==> config.mk <==
export PLATFORM = sky130hd
export DESIGN_NAME = lcd_digit_writer
export DESIGN_NICKNAME = d
export VERILOG_FILES = /design/src/rtl/lcd_digit_writer.sv
export SDC_FILE = /design/constraint.sdc
export NUM_CORES = 1
export LEC_CHECK = 0
export CELL_PAD_IN_SITES_DETAIL_PLACEMENT = 0
export CELL_PAD_IN_SITES_GLOBAL_PLACEMENT = 1
export CORE_UTILIZATION = 29
export DETAILED_ROUTE_END_ITERATION = 7
export PLACE_DENSITY = 0.63
export SLEW_MARGIN = 0
export SYNTH_ARGS = -nofsm -noshare
export SYNTH_HDL_FRONTEND = slang
export SYNTH_SLANG_ARGS = --single-unit
==> constraint.sdc <==
create_clock -name clk -period 3.2 [get_ports clk]
set_input_delay 0.64 -clock clk [delete_from_list [all_inputs] [get_ports clk]]
set_output_delay 0.64 -clock clk [all_outputs]
set_load 0.05 [all_outputs]
==> src/rtl/lcd_digit_writer.sv <==
`default_nettype none
// =============================================================================
// Module   : lcd_digit_writer
// Brief    : HD44780 8-bit write-only driver. Runs power-up init, then writes
//            three ASCII digits at DDRAM_POS per load. Optional macro
//            LCD_PENDING_EN adds a one-deep buffer for loads arriving while busy.
// Revision : 1.0 - initial release
// =============================================================================
module lcd_digit_writer #(
    parameter int unsigned EN_HIGH_CYC    = 25,
    parameter int unsigned CMD_WAIT_CYC   = 2500,
    parameter int unsigned CLR_WAIT_CYC   = 100000,
    parameter int unsigned PWRUP_WAIT_CYC = 1000000,
    parameter logic [6:0]  DDRAM_POS      = 7'h00
) (
    input  logic       clk,
    input  logic       rst,
    input  logic [7:0] ascii_hundreds,
    input  logic [7:0] ascii_tens,
    input  logic [7:0] ascii_ones,
    input  logic       load,
    output logic       busy,
    output logic       ready,
    output logic [7:0] lcd_data,
    output logic       lcd_rs,
    output logic       lcd_rw,
    output logic       lcd_en,
    output logic       lcd_on
);

    localparam int unsigned c_max_a   = (EN_HIGH_CYC > CMD_WAIT_CYC) ? EN_HIGH_CYC : CMD_WAIT_CYC;
    localparam int unsigned c_max_b   = (CLR_WAIT_CYC > PWRUP_WAIT_CYC) ? CLR_WAIT_CYC : PWRUP_WAIT_CYC;
    localparam int unsigned c_cnt_max = (c_max_a > c_max_b) ? c_max_a : c_max_b;
    localparam int unsigned c_cnt_w   = $clog2(c_cnt_max + 1);

    localparam logic [c_cnt_w-1:0] c_one       = c_cnt_w'(1);
    localparam logic [c_cnt_w-1:0] c_en_last   = c_cnt_w'(EN_HIGH_CYC - 1);
    localparam logic [c_cnt_w-1:0] c_cmd_last  = c_cnt_w'(CMD_WAIT_CYC - 1);
    localparam logic [c_cnt_w-1:0] c_clr_last  = c_cnt_w'(CLR_WAIT_CYC - 1);
    localparam logic [c_cnt_w-1:0] c_pwr_last  = c_cnt_w'(PWRUP_WAIT_CYC - 1);

    typedef enum logic [2:0] {
        ST_PWRUP = 3'd0,
        ST_INIT  = 3'd1,
        ST_IDLE  = 3'd2,
        ST_ADDR  = 3'd3,
        ST_CH0   = 3'd4,
        ST_CH1   = 3'd5,
        ST_CH2   = 3'd6
    } state_t;

    typedef enum logic [1:0] {
        PH_SETUP = 2'd0,
        PH_PULSE = 2'd1,
        PH_HOLD  = 2'd2
    } phase_t;

    state_t             r_state, w_state_n;
    phase_t             r_phase, w_phase_n;
    logic [c_cnt_w-1:0] r_cnt, w_cnt_n;
    logic [1:0]         r_idx, w_idx_n;
    logic               w_ready_n;
    logic [7:0]         r_hun, r_ten, r_one;
    logic               w_cap_en;
    logic [7:0]         w_cap_hun, w_cap_ten, w_cap_one;
    logic               w_pend_n;
    logic [8:0]         w_cur, w_nxt;
    logic [c_cnt_w-1:0] w_hold_last;
    logic               w_is_byte_n;

`ifdef LCD_PENDING_EN
    logic       r_pend;
    logic [7:0] r_buf_hun, r_buf_ten, r_buf_one;
`endif

    // {rs, data} driven on the bus while in a given byte-writing state
    function automatic logic [8:0] byte_for(input state_t st, input logic [1:0] idx,
                                            input logic [7:0] h, input logic [7:0] t,
                                            input logic [7:0] o);
        logic [8:0] v;
        v = 9'h000;
        case (st)
            ST_INIT: begin
                case (idx)
                    2'd0:    v = {1'b0, 8'h38};
                    2'd1:    v = {1'b0, 8'h0C};
                    2'd2:    v = {1'b0, 8'h06};
                    default: v = {1'b0, 8'h01};
                endcase
            end
            ST_ADDR: v = {1'b0, 1'b1, DDRAM_POS};
            ST_CH0:  v = {1'b1, h};
            ST_CH1:  v = {1'b1, t};
            ST_CH2:  v = {1'b1, o};
            default: v = 9'h000;
        endcase
        return v;
    endfunction

    assign w_cur       = byte_for(r_state, r_idx, r_hun, r_ten, r_one);
    assign w_hold_last = (w_cur == 9'h001) ? c_clr_last : c_cmd_last;

    always_comb begin
        w_state_n = r_state;
        w_phase_n = r_phase;
        w_cnt_n   = r_cnt;
        w_idx_n   = r_idx;
        w_ready_n = ready;
        w_cap_en  = 1'b0;
        w_cap_hun = ascii_hundreds;
        w_cap_ten = ascii_tens;
        w_cap_one = ascii_ones;

        case (r_state)
            ST_PWRUP: begin
                if (r_cnt == c_pwr_last) begin
                    w_state_n = ST_INIT;
                    w_phase_n = PH_SETUP;
                    w_cnt_n   = '0;
                    w_idx_n   = 2'd0;
                end else begin
                    w_cnt_n = r_cnt + c_one;
                end
            end
            ST_IDLE: begin
                if (load) begin
                    w_cap_en  = 1'b1;
                    w_state_n = ST_ADDR;
                    w_phase_n = PH_SETUP;
                    w_cnt_n   = '0;
`ifdef LCD_PENDING_EN
                end else if (r_pend) begin
                    w_cap_en  = 1'b1;
                    w_cap_hun = r_buf_hun;
                    w_cap_ten = r_buf_ten;
                    w_cap_one = r_buf_one;
                    w_state_n = ST_ADDR;
                    w_phase_n = PH_SETUP;
                    w_cnt_n   = '0;
`endif
                end
            end
            ST_INIT, ST_ADDR, ST_CH0, ST_CH1, ST_CH2: begin
                case (r_phase)
                    PH_SETUP: begin
                        w_phase_n = PH_PULSE;
                        w_cnt_n   = '0;
                    end
                    PH_PULSE: begin
                        if (r_cnt == c_en_last) begin
                            w_phase_n = PH_HOLD;
                            w_cnt_n   = '0;
                        end else begin
                            w_cnt_n = r_cnt + c_one;
                        end
                    end
                    default: begin
                        if (r_cnt == w_hold_last) begin
                            w_phase_n = PH_SETUP;
                            w_cnt_n   = '0;
                            case (r_state)
                                ST_INIT: begin
                                    if (r_idx == 2'd3) begin
                                        w_state_n = ST_IDLE;
                                        w_ready_n = 1'b1;
                                    end else begin
                                        w_idx_n = r_idx + 2'd1;
                                    end
                                end
                                ST_ADDR: w_state_n = ST_CH0;
                                ST_CH0:  w_state_n = ST_CH1;
                                ST_CH1:  w_state_n = ST_CH2;
                                default: w_state_n = ST_IDLE;
                            endcase
                        end else begin
                            w_cnt_n = r_cnt + c_one;
                        end
                    end
                endcase
            end
            default: w_state_n = ST_PWRUP;
        endcase

`ifdef LCD_PENDING_EN
        // In IDLE the flag is consumed either by the buffer or by a fresh load
        w_pend_n = r_pend;
        if (load && (r_state != ST_IDLE)) begin
            w_pend_n = 1'b1;
        end else if (r_state == ST_IDLE) begin
            w_pend_n = 1'b0;
        end
`else
        w_pend_n = 1'b0;
`endif
    end

    assign w_nxt       = byte_for(w_state_n, w_idx_n, r_hun, r_ten, r_one);
    assign w_is_byte_n = (w_state_n != ST_PWRUP) && (w_state_n != ST_IDLE);

    always_ff @(posedge clk) begin
        if (rst) begin
            r_state  <= ST_PWRUP;
            r_phase  <= PH_SETUP;
            r_cnt    <= '0;
            r_idx    <= 2'd0;
            r_hun    <= 8'h00;
            r_ten    <= 8'h00;
            r_one    <= 8'h00;
            ready    <= 1'b0;
            busy     <= 1'b1;
            lcd_en   <= 1'b0;
            lcd_rs   <= 1'b0;
            lcd_data <= 8'h00;
        end else begin
            r_state <= w_state_n;
            r_phase <= w_phase_n;
            r_cnt   <= w_cnt_n;
            r_idx   <= w_idx_n;
            ready   <= w_ready_n;
            busy    <= (w_state_n != ST_IDLE) || w_pend_n;
            if (w_cap_en) begin
                r_hun <= w_cap_hun;
                r_ten <= w_cap_ten;
                r_one <= w_cap_one;
            end
            // Bus outputs are registered from next-state so they change cleanly on the edge
            lcd_en <= w_is_byte_n && (w_phase_n == PH_PULSE);
            if (w_is_byte_n) begin
                lcd_rs   <= w_nxt[8];
                lcd_data <= w_nxt[7:0];
            end
        end
    end

`ifdef LCD_PENDING_EN
    always_ff @(posedge clk) begin
        if (rst) begin
            r_pend    <= 1'b0;
            r_buf_hun <= 8'h00;
            r_buf_ten <= 8'h00;
            r_buf_one <= 8'h00;
        end else begin
            r_pend <= w_pend_n;
            if (load && (r_state != ST_IDLE)) begin
                r_buf_hun <= ascii_hundreds;
                r_buf_ten <= ascii_tens;
                r_buf_one <= ascii_ones;
            end
        end
    end
`endif

    assign lcd_rw = 1'b0;
    assign lcd_on = 1'b1;

endmodule
`default_nettype wire

# [Word level (Yosys, flattened, before mapping)]
# Cells that the tools add are included.
[word_totals] latch_bits=0 mem_bits_rw=0 inputBits=27 output_inout_bits=14 reg_bits=63 memories=0 mem_bits_ro=0 elab_cells=83
[op_classes] muxes=32 n_eq_ne=24 bitwise_logic=1 n_shift=0 div_mod_pow=0 magnitude_cmp=0 addsub=2 reduce_logical=12 multipliers=0
[op_table] cell="$pmux W9 S5" count=2
[op_table] cell="$mux W20" count=4
[op_table] cell="$pmux W20 S3" count=1
[op_table] cell="$pmux W20 S2" count=1
[op_table] cell="$pmux W6 S3" count=2
[op_table] cell="$add A20 B1 Y20 const B" count=1
[op_table] cell="$eq A20 B17 Y1" count=1
[op_table] cell="$eq A20 B20 Y1 const B" count=1
[op_table] cell="$eq A20 B5 Y1 const B" count=1
[op_table] cell="$eq A3 B3 Y1 const B" count=6
[op_table] cell="$mux W2" count=9
[op_table] cell="$mux W17" count=1
[op_table] cell="$mux W3" count=5
[op_table] cell="$pmux W3 S4" count=1
[op_table] cell="$eq A3 B2 Y1 const B" count=3
[op_table] cell="$eq A9 B1 Y1 const B" count=1
[op_table] cell="$pmux W3 S3" count=1
[op_table] cell="$eq A2 B1 Y1 const B" count=4
[op_table] cell="$pmux W2 S2" count=2
[op_table] cell="$eq A2 B2 Y1 const B" count=3
[op_table] cell="$eq A3 B1 Y1 const B" count=2
[op_table] cell="$logic_not A2 Y1" count=3
[op_table] cell="$pmux W2 S3" count=1
[op_table] cell="$reduce_bool A3 Y1" count=2
[op_table] cell="other kinds (11)" count=13

# [Depth between registers and ports, before layout]
[depth] depth_word=12 mapped_depth=14 mapped_depth_nobuf=13

# [Least setup slack after synthesis]
# OpenSTA, ideal clock, no wires.
[synth_timing] path_type="register to register" from="register r_idx[0]" to="register lcd_data[3]" synth_period_minus_slack_ps=2959 arrival_time_ps=2837 slack_ps=241 path_stages_with_launch=15 required_ps=3078 setup_time_ps=122 path_buffers=1 cell_sequence="dfxtp_1 inv_1 ha_1 or3_1 nor3_2 mux2i_1 buf_6 nand4_1 nand3_1 o21a_1 inv_1 ha_1 nor2_1 nor2_1 a221o_1"
[synth_via] elab_chain_len=12 elab_cells_between_ends=34 cone_classes="add/sub: 1; eq/ne: 13; mux: 16; reduce/logical: 4"
[synth_rtl] item="start: declaration" line="61" source="logic [1:0] r_idx, w_idx_n;"
[synth_rtl] item="start signal: assignment" line="218" source="r_idx <= w_idx_n;"
[synth_rtl] item="$eq A2 B2 Y1 (tied with other cells)" line="84" source="case (idx)"
[synth_rtl] item="$pmux W6 S3" line="84"
[synth_rtl] item="$pmux W9 S5" line="82" source="case (st)"
[synth_rtl] item="$eq A9 B1 Y1" line="101" source="assign w_hold_last = (w_cur == 9'h001) ? c_clr_last : c_cmd_last;"
[synth_rtl] item="$mux W17" line="101"
[synth_rtl] item="$eq A20 B17 Y1" line="158" source="if (r_cnt == w_hold_last) begin"
[synth_rtl] item="$mux W2" line="158"
[synth_rtl] item="$mux W2" line="144" source="case (r_phase)"
[synth_rtl] item="$pmux W2 S2 *" line="114" source="case (r_state)"
[synth_rtl] item="via w_idx_n[0]" line="61"
[synth_rtl] item="$eq A2 B2 Y1 (tied with other cells)" line="84"
[synth_rtl] item="$pmux W6 S3 *" line="84"
[synth_rtl] item="$pmux W9 S5 *" line="82"
[synth_rtl] item="end signal: assignment" line="230" source="lcd_data <= w_nxt[7:0];"
[synth_rtl] item="end: declaration" line="24" source="output logic [7:0] lcd_data,"
# The timed path passes the listed nets; every way through them passes the cells marked *.
# A chain may end at the register's enable or synchronous reset.

# [Worst setup path in the final report]
# Ends and elaborated chain as after synthesis.

==> flow_summary.json <==
{
  "cp_cell_sequence": "inv_1, ha_1, or3_1, nor3_2, mux2i_1, nand4_1, nand3_1, o21a_1, inv_1, ha_1, nor2_1, nor2_1, a221o_1",
  "start_util": 0.298,
  "hold_start": "r_hun[4]",
  "power_frac_seq": 0.486,
  "wire_per_inst_um": 13.7,
  "p_int_mw": 1.23,
  "grt_pass1_wl_um": 13300,
  "worstPathMaxFanout": 5,
  "pin_count": 41,
  "synth.cell_area_um2": 3250,
  "synth_cell_types": 59,
  "nets": 480,
  "holdPathStages": 2,
  "dpl.hpwl_um": 5980,
  "ys_seq_elements": 63,
  "final_max_slew_viol_count": 0,
  "cp_slowest_cell": "dfxtp_1",
  "cts.repair.resized": 0,
  "grt_overflow": 0,
  "cp.arrival_ns": 3.24,
  "fin_crit_sh": 0.940,
  "vias": 2823,
  "synth_seq_area_share": 0.388,
  "portBuffers": 38,
  "required_ns": 3.43,
  "avgSynthCellArea_um2": 8.14,
  "min_path_type": "reg2reg",
  "synth_ff_type": "dfxtp_1",
  "fin_skew_ns": 0.0114,
  "die_area_um2": 11600,
  "dieWidth_um": 108,
  "worstSkewPairLatency_ns": 0.34,
  "holdWs_ns": 0.458,
  "synth_nets": 437,
  "worstMarginPinSlew_ns": 0.693,
  "area_delta_synth_final_pct": 22.2,
  "finalCriticalPeriod_ns": 3.01,
  "synth-edff-count": 0,
  "postRouteAntennaNets": 0,
  "netSwitchingFraction": 0.261,
  "whs_endpoint": "r_hun[4]",
  "r2r-start": "r_idx[0]",
  "synth-xor-area-share": 0.0513,
  "crit_type": "reg2reg",
  "place_area_um2": 3760,
  "route.detailed.drc": 0,
  "routabilityCongestion": 0.798,
  "status": "finished, final reports clean",
  "reg2reg_to": "lcd_data[3]",
  "fin_util": 0.364,
  "startpoint_type": "flip-flop",
  "cts_buffer_depth": 2,
  "h-tree-depth": 3,
  "wl_um": 8040,
  "root_buffer": "clkbuf_8",
  "peakVddDrop_v": 0.000151,
  "tritoncts": "built",
  "synthMuxAreaShare": 0.0139,
  "p_clk_frac": 0.422,
  "ys_warn_count": 0,
  "numCtsBuffers": 9,
  "max_stage_delay_ns": 0.39,
  "final-hold-violation-count": 0,
  "drv_cap": 0,
  "grt_pass1_vias": 2697,
  "synth_top_family_by_area": "simple AND/OR/NAND/NOR gates",
  "final_area_um2": 3970,
  "avgViaCountPerCell": 4.81,
  "drive_gt1_frac": 0.121,
  "yosys.area_share.simple": 0.276,
  "core_area_um2": 10900,
  "holdBufCountCts": 0,
  "r2r_cells": 13,
  "reg2reg_slack_ns": 0.19,
  "synthAdderAreaFrac": 0.0424,
  "combPwrFrac": 0.093,
  "antenna_found_initial": 0,
  "crit_start": "r_idx[0]",
  "slew_headroom": 0.538,
  "grt_start_max_net_pins": 34,
  "p_leak_nw": 1.42,
  "num_antenna_cells": 0,
  "drtIter0Drc": 97,
  "synthCells": 399,
  "rows": 38,
  "setup_violations": 0,
  "synth_compound_area_frac": 0.167,
  "layout_common_cells": "nand2_1, dfxtp_1, nor2_1, clkdlybuf4s50_1, a21oi_1",
  "clk_pin_slew_ns": 0.08,
  "die_h_um": 108,
  "power_density_nw_per_um2": 418,
  "max_freq_mhz": 332,
  "endpoint_kind": "flip-flop",
  "p_sw_mw": 0.432,
  "final_common_cell": "nand2_1",
  "synthArstFlopShare": 0,
  "cts_num_sinks": 63,
  "dr.pass1.iters": 4,
  "track_usage": 0.150
}
==> metal layers <==
metal	global-route usage	vias to the layer above	wire length, um
li1	-	1459	-
met1	0.196	1305	4020
met2	0.234	47	3610
met3	0.0339	12	256
met4	0.0685	0	155
met5	0	-	0
==> registers in the layout, indices dropped and copies added (netlist names) <==
name and count:
r_hun 8, r_one 8, ready 1, lcd_en 1, busy 1, r_phase 2
r_ten 8, lcd_rs 1, lcd_data 8, r_state 3, r_cnt 20, r_idx 2
==> per-stage QoR <==
step	cells	total power [mW]	worst slack, ns	TNS (ns)
finish	587	1.66	0.191	0
global route	587	1.74	-0.0148	-0.0240
CTS	586	1.69	0.191	0
detailed placement	570	0.979	0.199	0
global placement	570	0.978	0.328	0
floorplan	399	0.921	0.241	0
==> worst max-delay path: cells and delay by family, from the launching register on <==
family / cells / cell delay [ns]
flops: 1 / 0.39
compound gates: 2 / 0.52
buf+inv: 2 / 0.19
simple gates: 6 / 1.06
fa+ha+maj: 2 / 0.48
mux: 1 / 0.25
==> worst max-delay path by stage <==
stage	endpoint	slack (ns)	cells past startpoint
2_1_floorplan	lcd_data[3]	0.24	14
3_3_place_gp	lcd_data[4]	0.33	11
3_5_place_dp	lcd_data[3]	0.20	13
4_1_cts	lcd_data[3]	0.19	13
5_1_grt	lcd_data[3]	-0.01	13
6_report	lcd_data[3]	0.19	13
==> power by group through the flow <==
stage,clock [mW],combinational (mW),sequential (mW)
floorplan,0,0.0846,0.836
global placement,0,0.155,0.823
detailed placement,0,0.155,0.824
CTS,0.728,0.155,0.805
global route,0.764,0.168,0.807
finish,0.699,0.154,0.805
==> synth_stat cells, drive strengths merged (2+ instances only) <==
library cell	n	area (um2)
a211oi	2	20.0
a21o	4	31.3
a21oi	37	193
a221o	5	50.1
a222oi	2	20.0
a31oi	7	43.8
and2	3	20.0
and3	3	20.0
and3b	2	17.5
and4	4	37.5
buf	10	71.3
clkbuf	10	71.3
conb	2	7.51
dfxtp	63	1260
ha	11	138
inv	13	48.8
mux2i	3	30.0
nand2	75	282
nand2b	2	15.0
nand3	18	95.1
nand4	9	56.3
nor2	45	169
nor3	9	55.1
nor4	2	33.8
o21a	4	30.0
o21ai	16	80.1
o22ai	2	12.5
o32ai	2	36.3
or2	4	25.0
or3	2	12.5
xnor2	7	61.3
xor2	12	105
==> kinds of logic after synthesis <==
logic type      after synthesis
flops                        63
compound gates               84
mux                           4
other cells                   2
fa+ha+maj                    11
simple gates                183
buf+inv                      33
xor+xnor                     19
==> area by class of cell <==
class	count	area, um2
clock buffer	9	124
clock inverter	7	72.6
fill	1173	6920
inverter	13	48.8
multi-input combinational	303	1800
sequential	63	1260
tap	140	175
timing repair buffer	52	485
==> what timing repair did <==
action                     in CTS  in global routing
setup buffers                   0                  1
setup endpoints to repair       0                  2
hold endpoints to repair        0                  0
(Power assumes the default switching activity.)
